File: config.mk
export PLATFORM = sky130hd
export DESIGN_NAME = display_mmio_ctrl
export DESIGN_NICKNAME = d
export VERILOG_FILES = /design/src/rtl/display_mmio_pkg.sv /design/src/rtl/display_fifo.sv /design/src/rtl/display_mmio_ctrl.sv
export SDC_FILE = /design/constraint.sdc
export NUM_CORES = 1
export LEC_CHECK = 0
export BUFFER_PORTS_ARGS = -buffer_cell sky130_fd_sc_hd__buf_2
export CORE_AREA = 2 2 139 155
export CTS_BUF_LIST = sky130_fd_sc_hd__clkbuf_4
export CTS_CLUSTER_DIAMETER = 80
export DETAILED_ROUTE_END_ITERATION = 7
export DIE_AREA = 0 0 141 157
export PLACE_DENSITY_LB_ADDON = 0.08
export REMOVE_ABC_BUFFERS = 1
export SYNTH_ARGS = -nofsm -noshare
export SYNTH_HDL_FRONTEND = slang
export SYNTH_HIERARCHICAL = 1
export SYNTH_SLANG_ARGS = --single-unit
File: constraint.sdc
create_clock -name iCLK -period 3.7 [get_ports iCLK]
set_input_delay 0.555 -clock iCLK [delete_from_list [all_inputs] [get_ports iCLK]]
set_output_delay 0.555 -clock iCLK [all_outputs]
set_load 0.02 [all_outputs]
File: src/rtl/display_mmio_pkg.sv
// Shared register map, control bit indices, status layout and small helpers
// for the memory-mapped display peripheral.
package display_mmio_pkg;

    // Register offsets from the peripheral base address
    localparam logic [31:0] OFS_DATA = 32'h0000_0000;
    localparam logic [31:0] OFS_CTRL = 32'h0000_0004;

    // CTRL store bit indices
    localparam int CTRL_BYPASS  = 0;
    localparam int CTRL_FLUSH   = 1;
    localparam int CTRL_CLR_OVF = 2;

    // STATUS load field positions: {24'b0, count[3:0], overflow, full, empty, bypass}
    localparam int ST_BYPASS    = 0;
    localparam int ST_EMPTY     = 1;
    localparam int ST_FULL      = 2;
    localparam int ST_OVF       = 3;
    localparam int ST_COUNT_LSB = 4;
    localparam int ST_COUNT_W   = 4;

    // Merge the enabled bytes of a store into the previous word
    function automatic logic [31:0] byte_merge(input logic [31:0] old_word,
                                               input logic [31:0] new_word,
                                               input logic [3:0]  byte_en);
        logic [31:0] merged;
        merged = old_word;
        for (int i = 0; i < 4; i++) begin
            if (byte_en[i]) merged[8*i +: 8] = new_word[8*i +: 8];
        end
        return merged;
    endfunction

    // FIFO occupancy as reported in STATUS, saturating at 15
    function automatic logic [3:0] sat_count(input int unsigned n);
        logic [31:0] v;
        v = n;
        return (v > 32'd15) ? 4'hF : v[3:0];
    endfunction

endpackage

File: src/rtl/display_fifo.sv
// Synchronous DEPTH x 32 FIFO with flush. A push into a full FIFO is still
// accepted when a pop happens in the same cycle, since the pop frees a slot.
module display_fifo
    import display_mmio_pkg::*;
#(
    parameter int DEPTH = 4
) (
    input  logic                       iCLK,
    input  logic                       iRST,
    input  logic                       iPush,
    input  logic                       iPop,
    input  logic                       iFlush,
    input  logic [31:0]                iData,
    output logic [31:0]                oHead,
    output logic                       oFull,
    output logic                       oEmpty,
    output logic [$clog2(DEPTH):0]     oCount,
    output logic                       oPushOk
);

    localparam int AW    = $clog2(DEPTH);
    localparam int CNT_W = AW + 1;

    logic [31:0]      r_mem [DEPTH];
    logic [AW-1:0]    r_wr_ptr;
    logic [AW-1:0]    r_rd_ptr;
    logic [CNT_W-1:0] r_count;

    logic w_do_pop;
    logic w_do_push;

    assign oFull     = (r_count == CNT_W'(DEPTH));
    assign oEmpty    = (r_count == '0);
    assign oCount    = r_count;
    assign oHead     = r_mem[r_rd_ptr];
    assign w_do_pop  = iPop & ~oEmpty & ~iFlush;
    assign w_do_push = iPush & ~iFlush & (~oFull | w_do_pop);
    assign oPushOk   = w_do_push;

    // Pointer and occupancy tracking; flush empties the FIFO and wins over push/pop
    // NOTE: sequential state uses non-blocking assignments so every register samples pre-edge values.
    always_ff @(posedge iCLK or posedge iRST) begin
        if (iRST) begin
            r_wr_ptr <= '0;
            r_rd_ptr <= '0;
            r_count  <= '0;
        end else if (iFlush) begin
            r_wr_ptr <= '0;
            r_rd_ptr <= '0;
            r_count  <= '0;
        end else begin
            if (w_do_push) r_wr_ptr <= r_wr_ptr + AW'(1);
            if (w_do_pop)  r_rd_ptr <= r_rd_ptr + AW'(1);
            r_count <= r_count + CNT_W'(w_do_push) - CNT_W'(w_do_pop);
        end
    end

    // Storage write port
    // NOTE: the data array has no reset; occupancy is tracked by the pointers, so stale words are never observed.
    always_ff @(posedge iCLK) begin
        if (w_do_push) r_mem[r_wr_ptr] <= iData;
    end

endmodule

File: src/rtl/display_mmio_ctrl.sv
// Memory-mapped display peripheral: decodes DATA and CTRL/STATUS, merges byte
// stores into a shadow word, queues values and holds each on the display for
// at least DWELL_CYCLES. Bypass mode writes the display directly.
module display_mmio_ctrl
    import display_mmio_pkg::*;
#(
    parameter logic [31:0] BASE_ADDR    = 32'hFF00_0000,
    parameter int          DEPTH        = 4,
    parameter int          DWELL_CYCLES = 50_000_000,
    parameter int          DWELL_W      = 26
) (
    input  logic        iCLK,
    input  logic        iRST,
    input  logic        iWrEn,
    input  logic        iRdEn,
    input  logic [31:0] iAddr,
    input  logic [31:0] iWData,
    input  logic [3:0]  iByteEn,
    output logic [31:0] oRData,
    output logic [31:0] oOutput
);

    localparam logic [31:0]        DATA_ADDR  = BASE_ADDR + OFS_DATA;
    localparam logic [31:0]        CTRL_ADDR  = BASE_ADDR + OFS_CTRL;
    localparam int                 CNT_W      = $clog2(DEPTH) + 1;
    localparam logic [DWELL_W-1:0] DWELL_LOAD = DWELL_W'(DWELL_CYCLES - 1);

    logic [31:0]        r_shadow;
    logic [31:0]        r_output;
    logic [31:0]        r_rdata;
    logic [DWELL_W-1:0] r_dwell;
    logic               r_bypass;
    logic               r_overflow;

    logic               w_sel_data;
    logic               w_sel_ctrl;
    logic               w_data_store;
    logic               w_ctrl_store;
    logic               w_bypass_store;
    logic               w_queue_store;
    logic               w_fifo_flush;
    logic               w_pop;
    logic [31:0]        w_merged;
    logic [31:0]        w_head;
    logic               w_full;
    logic               w_empty;
    logic [CNT_W-1:0]   w_count;
    logic               w_push_ok;
    logic [31:0]        w_status;
    logic               w_unused;

    // Word decode only: the byte offset within a register is irrelevant
    assign w_sel_data = (iAddr[31:2] == DATA_ADDR[31:2]);
    assign w_sel_ctrl = (iAddr[31:2] == CTRL_ADDR[31:2]);
    assign w_unused   = &{1'b0, iAddr[1:0]};

    assign w_merged       = byte_merge(r_shadow, iWData, iByteEn);
    assign w_data_store   = iWrEn & w_sel_data & (|iByteEn);
    assign w_ctrl_store   = iWrEn & w_sel_ctrl & iByteEn[0];
    assign w_bypass_store = w_data_store & r_bypass;
    assign w_queue_store  = w_data_store & ~r_bypass;

    // Entering bypass discards the queue so later direct writes are never overtaken by stale values
    assign w_fifo_flush = w_bypass_store |
                          (w_ctrl_store & (iWData[CTRL_BYPASS] | iWData[CTRL_FLUSH]));
    assign w_pop        = (r_dwell == '0) & ~w_empty & ~w_fifo_flush;

    display_fifo #(
        .DEPTH (DEPTH)
    ) u_fifo (
        .iCLK    (iCLK),
        .iRST    (iRST),
        .iPush   (w_queue_store),
        .iPop    (w_pop),
        .iFlush  (w_fifo_flush),
        .iData   (w_merged),
        .oHead   (w_head),
        .oFull   (w_full),
        .oEmpty  (w_empty),
        .oCount  (w_count),
        .oPushOk (w_push_ok)
    );

    // STATUS word assembled from live state
    // NOTE: every variable driven here gets a default first, so no latch can be inferred.
    always_comb begin
        w_status                                 = '0;
        w_status[ST_BYPASS]                      = r_bypass;
        w_status[ST_EMPTY]                       = w_empty;
        w_status[ST_FULL]                        = w_full;
        w_status[ST_OVF]                         = r_overflow;
        w_status[ST_COUNT_LSB +: ST_COUNT_W]     = sat_count(32'(w_count));
    end

    // Shadow word follows every DATA store, whether or not the value is queued
    always_ff @(posedge iCLK or posedge iRST) begin
        if (iRST)              r_shadow <= '0;
        else if (w_data_store) r_shadow <= w_merged;
    end

    // Displayed value and dwell counter
    always_ff @(posedge iCLK or posedge iRST) begin
        if (iRST) begin
            r_output <= '0;
            r_dwell  <= '0;
        end else if (w_bypass_store) begin
            r_output <= w_merged;
            r_dwell  <= '0;
        end else if (w_pop) begin
            r_output <= w_head;
            r_dwell  <= DWELL_LOAD;
        end else if (r_dwell != '0) begin
            r_dwell  <= r_dwell - DWELL_W'(1);
        end
    end

    // Bypass mode and sticky overflow flag
    always_ff @(posedge iCLK or posedge iRST) begin
        if (iRST) begin
            r_bypass   <= 1'b0;
            r_overflow <= 1'b0;
        end else begin
            if (w_ctrl_store) begin
                r_bypass <= iWData[CTRL_BYPASS];
                if (iWData[CTRL_CLR_OVF]) r_overflow <= 1'b0;
            end
            if (w_queue_store & ~w_push_ok) r_overflow <= 1'b1;
        end
    end

    // Registered load data; reflects state before any same-cycle store
    always_ff @(posedge iCLK or posedge iRST) begin
        if (iRST)                     r_rdata <= '0;
        else if (iRdEn & w_sel_data)  r_rdata <= r_output;
        else if (iRdEn & w_sel_ctrl)  r_rdata <= w_status;
        else                          r_rdata <= '0;
    end

    assign oRData  = r_rdata;
    assign oOutput = r_output;

endmodule
# ---- Yosys cells after proc, flatten, opt, wreduce, memory -nomap -nowiden
# Memories as Yosys holds them, arrays and structs flattened.
# Index checks and enable logic that the tools add are counted.
# Widths: inputs -> output; s select.
dict set report totals {
  ramBits 128
  n_memories 1
  regBits 131
  in_bits 72
}
# name depth width rd rd_clocked_by_memory_dff wr line_no
set memory_table {}
lappend memory_table {u_fifo.r_mem 4 32 1 0 1 display_fifo.sv:24} ;# logic [31:0] r_mem [DEPTH];
dict set report op_classes {
  n_reduce_logical 11
  n_addsub 5
  bitwise_logic 24
  muxes 21
  n_eq_ne 3
}
# op n
set op_table {}
lappend op_table {{$mux 32} 3}
lappend op_table {{$mux 26} 3}
lappend op_table {{$eq 30x30->1 const B} 2}
lappend op_table {{$mux 8} 4}
lappend op_table {{$logic_not 26->1} 1}
lappend op_table {{$reduce_bool 26->1} 1}
lappend op_table {{$sub 26x1->26 const B} 1}
lappend op_table {{$and 1x1->1} 16}
lappend op_table {{$reduce_bool 2->1} 5}
lappend op_table {{$mux 2} 4}
lappend op_table {{$mux 7} 1}
lappend op_table {{$mux 1} 5}
lappend op_table {{$not 1->1} 5}
lappend op_table {{$add 2x1->2 const B} 2}
lappend op_table {{$reduce_or 4->1} 1}
lappend op_table {{$add 3x1->3} 1}
lappend op_table {{$eq 3x3->1 const B} 1}
lappend op_table {{$logic_not 3->1} 1}
lappend op_table {{$mux 3} 1}
lappend op_table {{$or 1x1->1} 3}
lappend op_table {{$reduce_bool 3->1} 1}
lappend op_table {{$sub 3x1->3} 1}
lappend op_table {{$reduce_and 2->1} 1}

# ---- Depth between registers and ports, before layout
dict set report logic_depth {
  ltp_word 15
  mapped_depth 18
  mapped_depth_nobuf 16
}

# ---- Modules after synthesis
# The synthesis kept the hierarchy.
# module instances cells_each area_per_inst_um2
set modules_own_cells {}
lappend modules_own_cells {display_mmio_ctrl 1 560 5795.6}
lappend modules_own_cells {display_fifo 1 216 5128.7}

# ---- Least setup slack after synthesis
# No wires, ideal clock.
dict set report synth_path {
  kind {in2reg}
  start {input iByteEn[1]}
  end {register u_fifo.r_count[2], in the netlist u_fifo/oCount[2]}
  t_arrival_ns 3.798
  slack_ns -0.229
  stages 17
  t_required_ns 3.569
  path_buffers 2
  cell_sequence {buf_2 > or4_1 > and3_1 > o211ai_1 > nand3_4 > clkbuf_1 > inv_1 > nor4b_4 > nor3b_2 > inv_1 > ha_1 > inv_1 > ha_1 > inv_1 > fa_1 > xnor2_1 > nor2_1}
}
dict set report synth_between {
  elab_chain_cells 13
  elab_cells_between_ends 15
}
# item line_no
set synth_rtl {}
lappend synth_rtl {{from (decl)} display_mmio_ctrl.sv:18} ;# input logic [3:0] iByteEn,
lappend synth_rtl {{$reduce_or 4->1} display_mmio_ctrl.sv:58} ;# assign w_data_store = iWrEn & w_sel_data & (|iByteEn);
lappend synth_rtl {{$and 1x1->1} display_mmio_ctrl.sv:58}
lappend synth_rtl {{$and 1x1->1} display_mmio_ctrl.sv:60} ;# assign w_bypass_store = w_data_store & r_bypass;
lappend synth_rtl {{$or 1x1->1} display_mmio_ctrl.sv:64} ;# assign w_fifo_flush = w_bypass_store |
lappend synth_rtl {{$not 1->1} display_mmio_ctrl.sv:66} ;# assign w_pop = (r_dwell == '0) & ~w_empty & ~w_fifo_flush;
lappend synth_rtl {{$and 1x1->1} display_mmio_ctrl.sv:66}
lappend synth_rtl {{named net w_pop} display_mmio_ctrl.sv:42} ;# logic w_pop;
lappend synth_rtl {{$and 1x1->1 (2 in a row)} display_fifo.sv:36} ;# assign w_do_pop = iPop & ~oEmpty & ~iFlush;
lappend synth_rtl {{$or 1x1->1} display_fifo.sv:37} ;# assign w_do_push = iPush & ~iFlush & (~oFull | w_do_pop);
lappend synth_rtl {{$and 1x1->1} display_fifo.sv:37}
lappend synth_rtl {{named net w_push_ok} display_mmio_ctrl.sv:48} ;# logic w_push_ok;
lappend synth_rtl {{$add 3x1->3} display_fifo.sv:54} ;# r_count <= r_count + CNT_W'(w_do_push) - CNT_W'(w_do_pop);
lappend synth_rtl {{$sub 3x1->3} display_fifo.sv:54}
lappend synth_rtl {{$mux 3} display_fifo.sv:47} ;# end else if (iFlush) begin
lappend synth_rtl {{to (signal assigned)} display_fifo.sv:54}
lappend synth_rtl {{to (decl)} display_fifo.sv:27} ;# logic [CNT_W-1:0] r_count;
# The timed path passes the listed nets, and every way through them passes these cells.
# A chain may end at the register's enable or synchronous reset.

# ---- Final worst setup path
dict set report layout_path {
  start {register r_dwell[23]}
  end {memory u_fifo.r_mem[1][27], enable pin}
}
dict set report layout_between {
  elab_chain_cells 9
}
# item line_no
set layout_rtl {}
lappend layout_rtl {{from (decl)} display_mmio_ctrl.sv:31} ;# logic [DWELL_W-1:0] r_dwell;
lappend layout_rtl {{from (signal assigned)} display_mmio_ctrl.sv:113} ;# r_dwell <= r_dwell - DWELL_W'(1);
lappend layout_rtl {{$logic_not 26->1} display_mmio_ctrl.sv:66}
lappend layout_rtl {{$and 1x1->1 (2 in a row)} display_mmio_ctrl.sv:66}
lappend layout_rtl {{named net w_pop} display_mmio_ctrl.sv:42}
lappend layout_rtl {{$and 1x1->1 (2 in a row)} display_fifo.sv:36}
lappend layout_rtl {{$or 1x1->1} display_fifo.sv:37}
lappend layout_rtl {{$and 1x1->1} display_fifo.sv:37}
lappend layout_rtl {{named net w_push_ok} display_mmio_ctrl.sv:48}
lappend layout_rtl {{$mux 1} display_fifo.sv:61} ;# if (w_do_push) r_mem[r_wr_ptr] <= iData;
lappend layout_rtl {{$mux 1 (not written as such)} display_fifo.sv:61}
lappend layout_rtl {{to (decl)} display_fifo.sv:24}
# The timed path passes the listed nets, and every way through them passes these cells.

==> impl_results.md <==
- Final worst slack: 157.9 ps
- Reg power frac: 54.4%
- Status: complete, no violations
- CP Launch Type: flop
- Fin nets: 1038
- Hpwl dp: 15690 µm
- Drt wl/cell: 19.91 µm
- Hold Crit Depth: 2
- Final Skew: 26.01 ps
- Fin. Hold Viols: 0
- Synth unique cells: 53
- Clock slew at reported path FFs: 70 ps
- Post-synthesis adder-cell area fraction: 0.9850%
- Sw Share: 21.95%
- Fraction of layout cells with a size suffix above 1: 32.18%
- Synth Warn #: 6
- Pre-CTS setup slack: -64.90 ps
- Initial antenna violation count: 1
- GRT Util Overall: 23.67%
- CTS tree: yes
- Port Buffers: 133
- Initial Util: 53.45%
- Int Pwr: 4340 µW
- Filler cells: 1652
- Largest net degree at the start of global routing: 66
- Die H: 157 µm
- Biggest cell delay along the critical path: 790 ps
- Non-Filler Instances: 1267
- Vias in the first global route: 7623
- Synth area leaders: edfxtp_1, dfrtp_1, mux4_2
- Routed WL: 25230 µm
- Iter 0 DRT Violations: 441
- P per Cell Area: 434.8 nW/µm²
- Pre-antenna DRT Iters: 5
- Post-route minimum period: 3542 ps
- CP bufs+invs: 2
- Slew Limit Fails: 0
- Leakage: 0.005392 µW
- Worst-Skew Late Latency: 650 ps
- Cell count along the critical path: 9
- Critical path, cell by cell: or4_1 > or4_4 > nor4_4 > nand3_4 > inv_2 > nor4b_4 > nor3b_2 > buf_4 > and2_2
- Max rail drop VDD: 0.3025 mV
- Clk root buf: clkbuf_4
- DR DRC count: 0
- Max stage delay cell, worst path: and2_2
- Hold Crit Class: in2reg
- Max-cap violations: 0
- Period utilization: 95.73%
- Fin Hold WS: 194.6 ps
- Ys async rst share: 50.58%
- Clock Power Share: 43.0%
- Worst path top cell family by delay: simple AND/OR/NAND/NOR gates
- Max transition margin: 35.21%
- Drt via density: 5.698
- Worst Reg-to-Reg Cells: 9
- Mux contribution to synthesized area: 10.72%
- Max FO, Critical Path: 32
- Die width: 141 µm
- Detailed-route via count: 7219
- CTS Buf Count: 68
- Synth area leader: edfxtp_1
- Core ar.: 20440 µm²
- Combinational power share: 2.6%
- CP endpoint kind: flop
- Most numerous cell in the Yosys netlist: dfrtp_1
- XOR/XNOR share of the synthesized area: 1.844%
- Req. time, crit path: 3950 ps
- Final TNS setup: 0 ps
- Max Clk Rate: 282.3 MHz
- Cell area after synthesis: 10920 µm²
- Path type of the worst setup path: reg2reg
- Slew @ Worst Pin: 971.8 ps
- Cells after DPL: 1142
- Routability cong.: 0.8171
- Compound-cell area share of the yosys netlist: 8.292%
- Sequential area share after synthesis: 65.19%
- Psw: 1221 µW
- Top post-synthesis cells by count: dfrtp_1, edfxtp_1, nor2_1
- GRT overflow: 0
- Area grow syn2layout: 17.08%
- Die area: 22140 µm²
- Global-route wire length before repair: 40200 µm
- Remaining antenna violation count after routing: 0
- Num ports: 136
- Site Rows: 55
- Worst EP arrival: 3790 ps
- Flops & latches, synth: 259
- Clock buffer depth: 3
- Yosys top cell area share: 35.18%
- Number of enable flip-flop cells after synthesis: 128
- Cells after synthesis: 776
- Primary FF master, synth: dfrtp_1
- Final setup fails: 0
- Syn Area/Cell: 14.08 µm²
- RSZ-0062 raised after global routing: false
- Simple-gate share of the synthesized area: 9.197%
- Main combinational cell family by area after synthesis: multiplexers
- Sink Count: 259
- # H-tree levels: 3
- Worst R2R Setup Slack: 160 ps
-- cell usage in the layout, fill, tap and decap left out, drive strengths merged, types with 15 or more instances in the layout --
| cell | Yosys | routed |
|---|---|---|
| a21oi | 35 | 35 |
| a32oi | 32 | 32 |
| and2 | 30 | 30 |
| buf | 24 | 161 |
| clkbuf | 26 | 102 |
| clkinv | 0 | 19 |
| dfrtp | 131 | 131 |
| edfxtp | 128 | 128 |
| inv | 44 | 45 |
| mux2i | 39 | 39 |
| mux4 | 32 | 32 |
| nor2 | 98 | 98 |
| o21ai | 15 | 15 |
| o31a | 32 | 32 |
| xnor2 | 18 | 18 |
-- what timing repair did --
action,CTS,global route
setup buffers,0,1
hold buffers,1,0
endpoints found under the setup margin,0,129
resized for setup,0,3
endpoints found under the hold margin,7,0
-- worst paths after layout --
| path | start | end |
|---|---|---|
| max in group asynchronous | iRST | r_shadow[28]$_DFFE_PP0N_ |
| min | iWData[0] | r_bypass$_DFFE_PP0P_ |
| min in group asynchronous | iRST | u_fifo/r_wr_ptr[1]$_DFFE_PP0P_ |
| max reg2reg | r_dwell[23]$_DFFE_PP0P_ | u_fifo/r_mem[1][27]$_DFFE_PP_ |
| max | r_dwell[23]$_DFFE_PP0P_ | u_fifo/r_mem[1][27]$_DFFE_PP_ |
| min reg2reg | oOutput[18]$_DFFE_PP0P_ | oRData[18]$_DFF_PP0_ |
-- routing by layer --
metal,vias up,global-route usage [%],part of all wire [%]
met1,3630,30.68,42
met5,-,0,0
met3,44,4.259,6.1
met2,261,40.28,50
met4,0,9.048,2.0
li1,3284,-,-
-- cells by family after synthesis --
kind of cell,after synthesis
compound gates,125
xor+xnor,23
fa+ha+maj,8
buf+inv,94
flops,259
mux,76
simple gates,191
-- layout make-up --
type / instances / area [µm²] / share of cell area [%]
Antenna cell: 1 / 2.502 / 0.01957
Clock buffer: 102 / 765.7 / 5.987
Clock inverter: 20 / 77.57 / 0.6065
Inverter: 44 / 167.7 / 1.311
Multi-Input combinational cell: 423 / 3408 / 26.65
Sequential cell: 259 / 7124 / 55.70
Tap cell: 256 / 320.3 / 2.504
Timing Repair Buffer: 162 / 923.4 / 7.220
-- state kept, by name (all words and copies together) (netlist names) --
signal / flops
r_bypass: 1
u_fifo/oCount: 3
r_shadow: 32
oOutput: 32
r_overflow: 1
r_dwell: 26
u_fifo/r_wr_ptr: 2
oRData: 32
u_fifo/r_mem: 128
u_fifo/r_rd_ptr: 2
-- through the flow --
stage	area [µm²]	utilization, %	total power (µW)
after floorplan	10680	-	3148
after global placement	11920	58.34	3224
after detailed placement	11920	58.34	3231
after CTS	12780	62.52	5636
after global routing	12790	62.58	5807
final	12790	62.58	5561
-- power by group through the flow --
stage               Clock (µW)  Combinational, µW  Sequential [µW]
floorplan                    0               64.5             3080
global placement             0                141             3080
detailed placement           0                147             3080
CTS                       2460                149             3030
global route              2620                164             3020
finish                    2390                146             3030
Power figures use the tool's default switching activity.
